`src/rtl/mips_pkg.sv`:
```
// mips_pkg: opcodes and instruction-kind enum shared by the decoder and the program loader.
package mips_pkg;
  localparam logic [5:0] OP_RTYPE = 6'b000000;
  localparam logic [5:0] OP_LW    = 6'b100011;
  localparam logic [5:0] OP_SW    = 6'b101011;
  localparam logic [5:0] OP_ADDI  = 6'b001000;
  typedef enum logic [1:0] {KIND_R, KIND_LW, KIND_SW, KIND_ADDI} kind_e;
  function automatic logic [5:0] opcode_of(kind_e k);
    return k == KIND_LW ? OP_LW : k == KIND_SW ? OP_SW : k == KIND_ADDI ? OP_ADDI : OP_RTYPE;
  endfunction
endpackage

```
`src/rtl/sync_fifo.sv`:
```
// sync_fifo: single-clock FIFO with registered pointers and occupancy count.
module sync_fifo #(
  parameter int WIDTH = 33,
  parameter int DEPTH = 4
) (
  input  logic             clk,
  input  logic             rst,
  input  logic             push,
  input  logic             pop,
  input  logic [WIDTH-1:0] wdata,
  output logic [WIDTH-1:0] rdata,
  output logic             full,
  output logic             empty
);
  localparam int AW = $clog2(DEPTH);
  logic [WIDTH-1:0] mem [DEPTH];
  logic [AW-1:0] wr_ptr, rd_ptr;
  logic [AW:0] count;
  logic do_push, do_pop;
  assign full    = count == (AW+1)'(DEPTH);
  assign empty   = count == '0;
  assign do_push = push && !full;
  assign do_pop  = pop && !empty;
  assign rdata   = mem[rd_ptr];
  always_ff @(posedge clk) begin
    if (rst) begin
      wr_ptr <= '0;
      rd_ptr <= '0;
      count  <= '0;
    end else begin
      if (do_push) begin
        mem[wr_ptr] <= wdata;
        wr_ptr      <= wr_ptr + 1'b1;
      end
      if (do_pop) rd_ptr <= rd_ptr + 1'b1;
      count <= count + (AW+1)'(do_push) - (AW+1)'(do_pop);
    end
  end
endmodule

```
`src/rtl/imem_program_loader.sv`:
```
// imem_program_loader: encodes field-level MIPS requests and writes them sequentially into instruction memory.
module imem_program_loader
  import mips_pkg::*;
#(
  parameter int DEPTH     = 4,
  parameter int ADDR_W    = 6,
  parameter int BASE_ADDR = 0
) (
  input  logic              clk,
  input  logic              rst,
  input  logic              in_valid,
  output logic              in_ready,
  input  logic [1:0]        in_kind,
  input  logic [4:0]        in_rs,
  input  logic [4:0]        in_rt,
  input  logic [4:0]        in_rd,
  input  logic [5:0]        in_funct,
  input  logic [15:0]       in_imm,
  input  logic              in_last,
  output logic              imem_we,
  output logic [ADDR_W-1:0] imem_addr,
  output logic [31:0]       imem_wdata,
  input  logic              imem_ready,
  output logic [ADDR_W:0]   word_count,
  output logic              done,
  output logic              overflow
);
  localparam logic [ADDR_W-1:0] BASE = ADDR_W'(BASE_ADDR);
  function automatic logic [31:0] encode(kind_e k, logic [4:0] rs, logic [4:0] rt, logic [4:0] rd,
                                         logic [5:0] funct, logic [15:0] imm);
    return k == KIND_R ? {OP_RTYPE, rs, rt, rd, 5'd0, funct} : {opcode_of(k), rs, rt, imm};
  endfunction
  logic [32:0] head;
  logic full, empty, pop;
  assign in_ready   = !full && !overflow;
  assign imem_we    = !empty && !overflow;
  assign imem_wdata = imem_we ? head[31:0] : '0;
  assign pop        = imem_we && imem_ready;
  sync_fifo #(.WIDTH(33), .DEPTH(DEPTH)) u_fifo (
    .clk   (clk),
    .rst   (rst),
    .push  (in_valid && in_ready),
    .pop   (pop),
    .wdata ({in_last, encode(kind_e'(in_kind), in_rs, in_rt, in_rd, in_funct, in_imm)}),
    .rdata (head),
    .full  (full),
    .empty (empty)
  );
  // A non-last word landing on the top address freezes the loader until reset.
  always_ff @(posedge clk) begin
    if (rst) begin
      imem_addr  <= BASE;
      word_count <= '0;
      done       <= 1'b0;
      overflow   <= 1'b0;
    end else begin
      done <= pop && head[32];
      if (pop && head[32]) begin
        imem_addr  <= BASE;
        word_count <= '0;
      end else if (pop) begin
        word_count <= word_count + 1'b1;
        if (imem_addr == '1) overflow <= 1'b1;
        else imem_addr <= imem_addr + 1'b1;
      end
    end
  end
endmodule

```
`config.mk`:
```
export PLATFORM = sky130hd
export DESIGN_NAME = imem_program_loader
export DESIGN_NICKNAME = d
export VERILOG_FILES = /design/src/rtl/mips_pkg.sv /design/src/rtl/sync_fifo.sv /design/src/rtl/imem_program_loader.sv
export SDC_FILE = /design/constraint.sdc
export NUM_CORES = 1
export LEC_CHECK = 0
export BUFFER_PORTS_ARGS = -buffer_cell sky130_fd_sc_hd__buf_4
export CAP_MARGIN = 20
export CORE_ASPECT_RATIO = 0.7
export CORE_UTILIZATION = 30
export DETAILED_ROUTE_END_ITERATION = 10
export GPL_ROUTABILITY_DRIVEN = 1
export PLACE_DENSITY = 0.47
export SYNTH_ARGS = -nofsm -noshare
export SYNTH_HDL_FRONTEND = slang
export SYNTH_SLANG_ARGS = --single-unit
```
`constraint.sdc`:
```
create_clock -name clk -period 3.7 [get_ports clk]
set_clock_uncertainty 0.1 [all_clocks]
set_input_delay 0.74 -clock clk [delete_from_list [all_inputs] [get_ports clk]]
set_output_delay 0.74 -clock clk [all_outputs]
set_load 0.01 [all_outputs]
```
==> results.py <==
metrics = {
    "run_status": {
        "status": "finished, final reports clean",
    },
    "timing": {
        "final.min_clock_period_ns": 3.03,
        "hold_viol": 0,
        "rsz0062_at_grt": "false",
        "tightest_slew_ns": 0.847,
        "timing.fmax_mhz": 330,
        "maxSlewHeadroom": 0.435,
        "fin_setup_tns_ns": 0,
        "setup_viol": 0,
        "finalMaxSlewViolations": 0,
        "fin_crit_sh": 0.819,
    },
    "critical_path": {
        "cp-end-kind": "output port",
        "required_ns": 2.86,
        "path_max_fanout": 17,
        "crit_arrival_ns": 2.19,
        "path_class": "reg2out",
        "worst-r2r-cell-count": 10,
        "start_kind": "flop",
    },
    "min_path": {
        "holdCritPathClass": "reg2reg",
        "hold_depth": 2,
    },
    "synth": {
        "syn_area_mm2": 0.00582,
        "yosysMostFrequentCell": "edfxtp_1",
        "synth_seq_cells": 140,
        "synth.avg_cell_area_um2": 17.0,
        "synth_common_cells": "116 x edfxtp_1, 32 x and2_1, 29 x mux4_2",
        "synth_cell_types": 45,
        "ys.flop_type": "edfxtp_1",
        "async_flop_share": 0,
        "synthCells": 342,
        "yosysTopAreaCellShare": 0.598,
        "synth-seq-area-share": 0.681,
        "synth_top_area_cell": "edfxtp_1",
        "ys.warnings.count": 0,
        "synth_edf_count": 116,
        "ys_top_cells_by_area": "edfxtp_1 60%, mux4_2 11%, dfxtp_1 8.3%",
    },
    "floorplan": {
        "rows": 42,
        "num_io_pins": 93,
        "dieArea_mm2": 0.0200,
        "core_area_mm2": 0.0190,
        "die_w_um": 168,
        "initial_utilization": 0.307,
        "die_height_um": 119,
    },
    "placement": {
        "hpwl_mm": 7.99,
        "placement.io_buffers": 90,
        "gp_congestion": 0.714,
    },
    "clock_network": {
        "cts_buffer_depth": 2,
        "cts_setup_buffers": 0,
        "hold_buffers": 0,
        "clock-sinks": 140,
        "cts_tree": "done",
        "cts_resized": 0,
        "clk_pin_slew_ns": 0.06,
        "cts_buffers": 17,
        "cts_root_buf": "clkbuf_16",
        "clkLatencyLatePin_ns": 0.42,
        "htreeDepth": 4,
    },
    "detailed_routing": {
        "vias": 3133,
        "drt-pass1-iter-count": 4,
        "final_antenna_net_count": 0,
        "post_drt_wl_per_cell_um": 16.4,
        "drt_iter0_markers": 187,
        "vias_per_cell": 4.36,
        "drc": 0,
        "drt-total-wl_mm": 11.8,
    },
    "grt": {
        "grtUsageMet3": 0.0399,
        "antenna_found_initial": 0,
        "globalRouteTotalUtil": 0.126,
        "top_usage_layer": "met2",
        "grt_util_met2": 0.188,
        "grt_overflow": 0,
        "grt_pass1_wl_mm": 18.3,
        "grt_util_met1": 0.170,
        "grt_max_degree": 30,
        "grt_pass1_vias": 3276,
    },
    "power": {
        "powerDensity_mw_per_mm2": 677,
        "p_leak_nw": 2.64,
        "p_total_mw": 5.03,
        "ir_drop_mv": 0.256,
    },
    "layout": {
        "area_growth_pct": 27.6,
        "diodes": 0,
        "fin_nets": 498,
        "drive_above_1_share": 0.407,
    },
    "run": {
        "max-cap-violations": 0,
    },
}
[cells by family after synthesis]
group,share of synthesized area
xor gates and xnor gates,0.0150
adders and majority gates,0.0292
buffers and inverters,0.0271
muxes,0.137
other,0.000644
DFF,0.681
and+or+nand+nor,0.0909
AOI/OAI and AO/OA,0.0191
[critical path, cell delays in order, from the launching register on]
cell,delay (ns)
dfxtp_2,0.66
buf_12,0.27
mux4_2,0.53
and2_1,0.18
buf_4,0.14
[stage by stage]
stage | setup slack (ns) | cells | util | hold WS, ns | instance area, um2
floorplan | 1.04 | 343 | - | 0.385 | 5820
global placement | 0.825 | 686 | 0.358 | 0.389 | 6790
detailed placement | 0.771 | 686 | 0.358 | 0.402 | 6790
CTS | 0.585 | 718 | 0.391 | 0.404 | 7420
global route | 0.497 | 718 | 0.391 | 0.410 | 7420
finish | 0.669 | 718 | 0.391 | 0.407 | 7420
[final timing paths]
kind / from / end / slack (ns)
hold / removal: word_count[6] / word_count[6] / 0.41
setup reg to reg: u_fifo.count[1] / u_fifo.count[2] / 1.13
hold reg to reg: word_count[6] / word_count[6] / 0.41
setup / recovery: flop / imem_wdata[2] / 0.67
[state kept, by name (all words and copies together), names as in the netlist, named ones only]
register,count
done,1
imem_addr,6
overflow,1
u_fifo.count,3
u_fifo.mem,116
u_fifo.rd_ptr,2
u_fifo.wr_ptr,2
word_count,7
[cell usage in the layout, fill, tap and decap left out, types with 7 or more instances in the layout]
cell / n
nand2_1: 7
mux4_2: 29
nor2_1: 18
buf_4: 96
ha_1: 12
and2_1: 28
dfxtp_1: 22
edfxtp_1: 116
clkbuf_16: 17
inv_1: 9
xnor2_1: 7
mux2_2: 11
nor2b_1: 7
[layout make-up]
cell class	instances	area, um2
Fill cell	1751	11500
Sequential cell	140	3970
Multi-Input combinational cell	174	1710
Timing Repair Buffer	97	741
Clock buffer	17	425
Tap cell	264	330
Clock inverter	15	210
Inverter	11	43.8
[per-layer routing]
layer  share of wire  up-vias
met1            0.48     1561
met3           0.047       11
met5               0        -
met4          0.0097        0
li1                -     1487
met2            0.46       74
[report_power, final]
group	total, mW	internal, mW	switching [mW]
Clock	1.80	1.14	0.665
Sequential	1.96	1.84	0.115
Combinational	1.27	0.666	0.600
(Power assumes the default switching activity.)
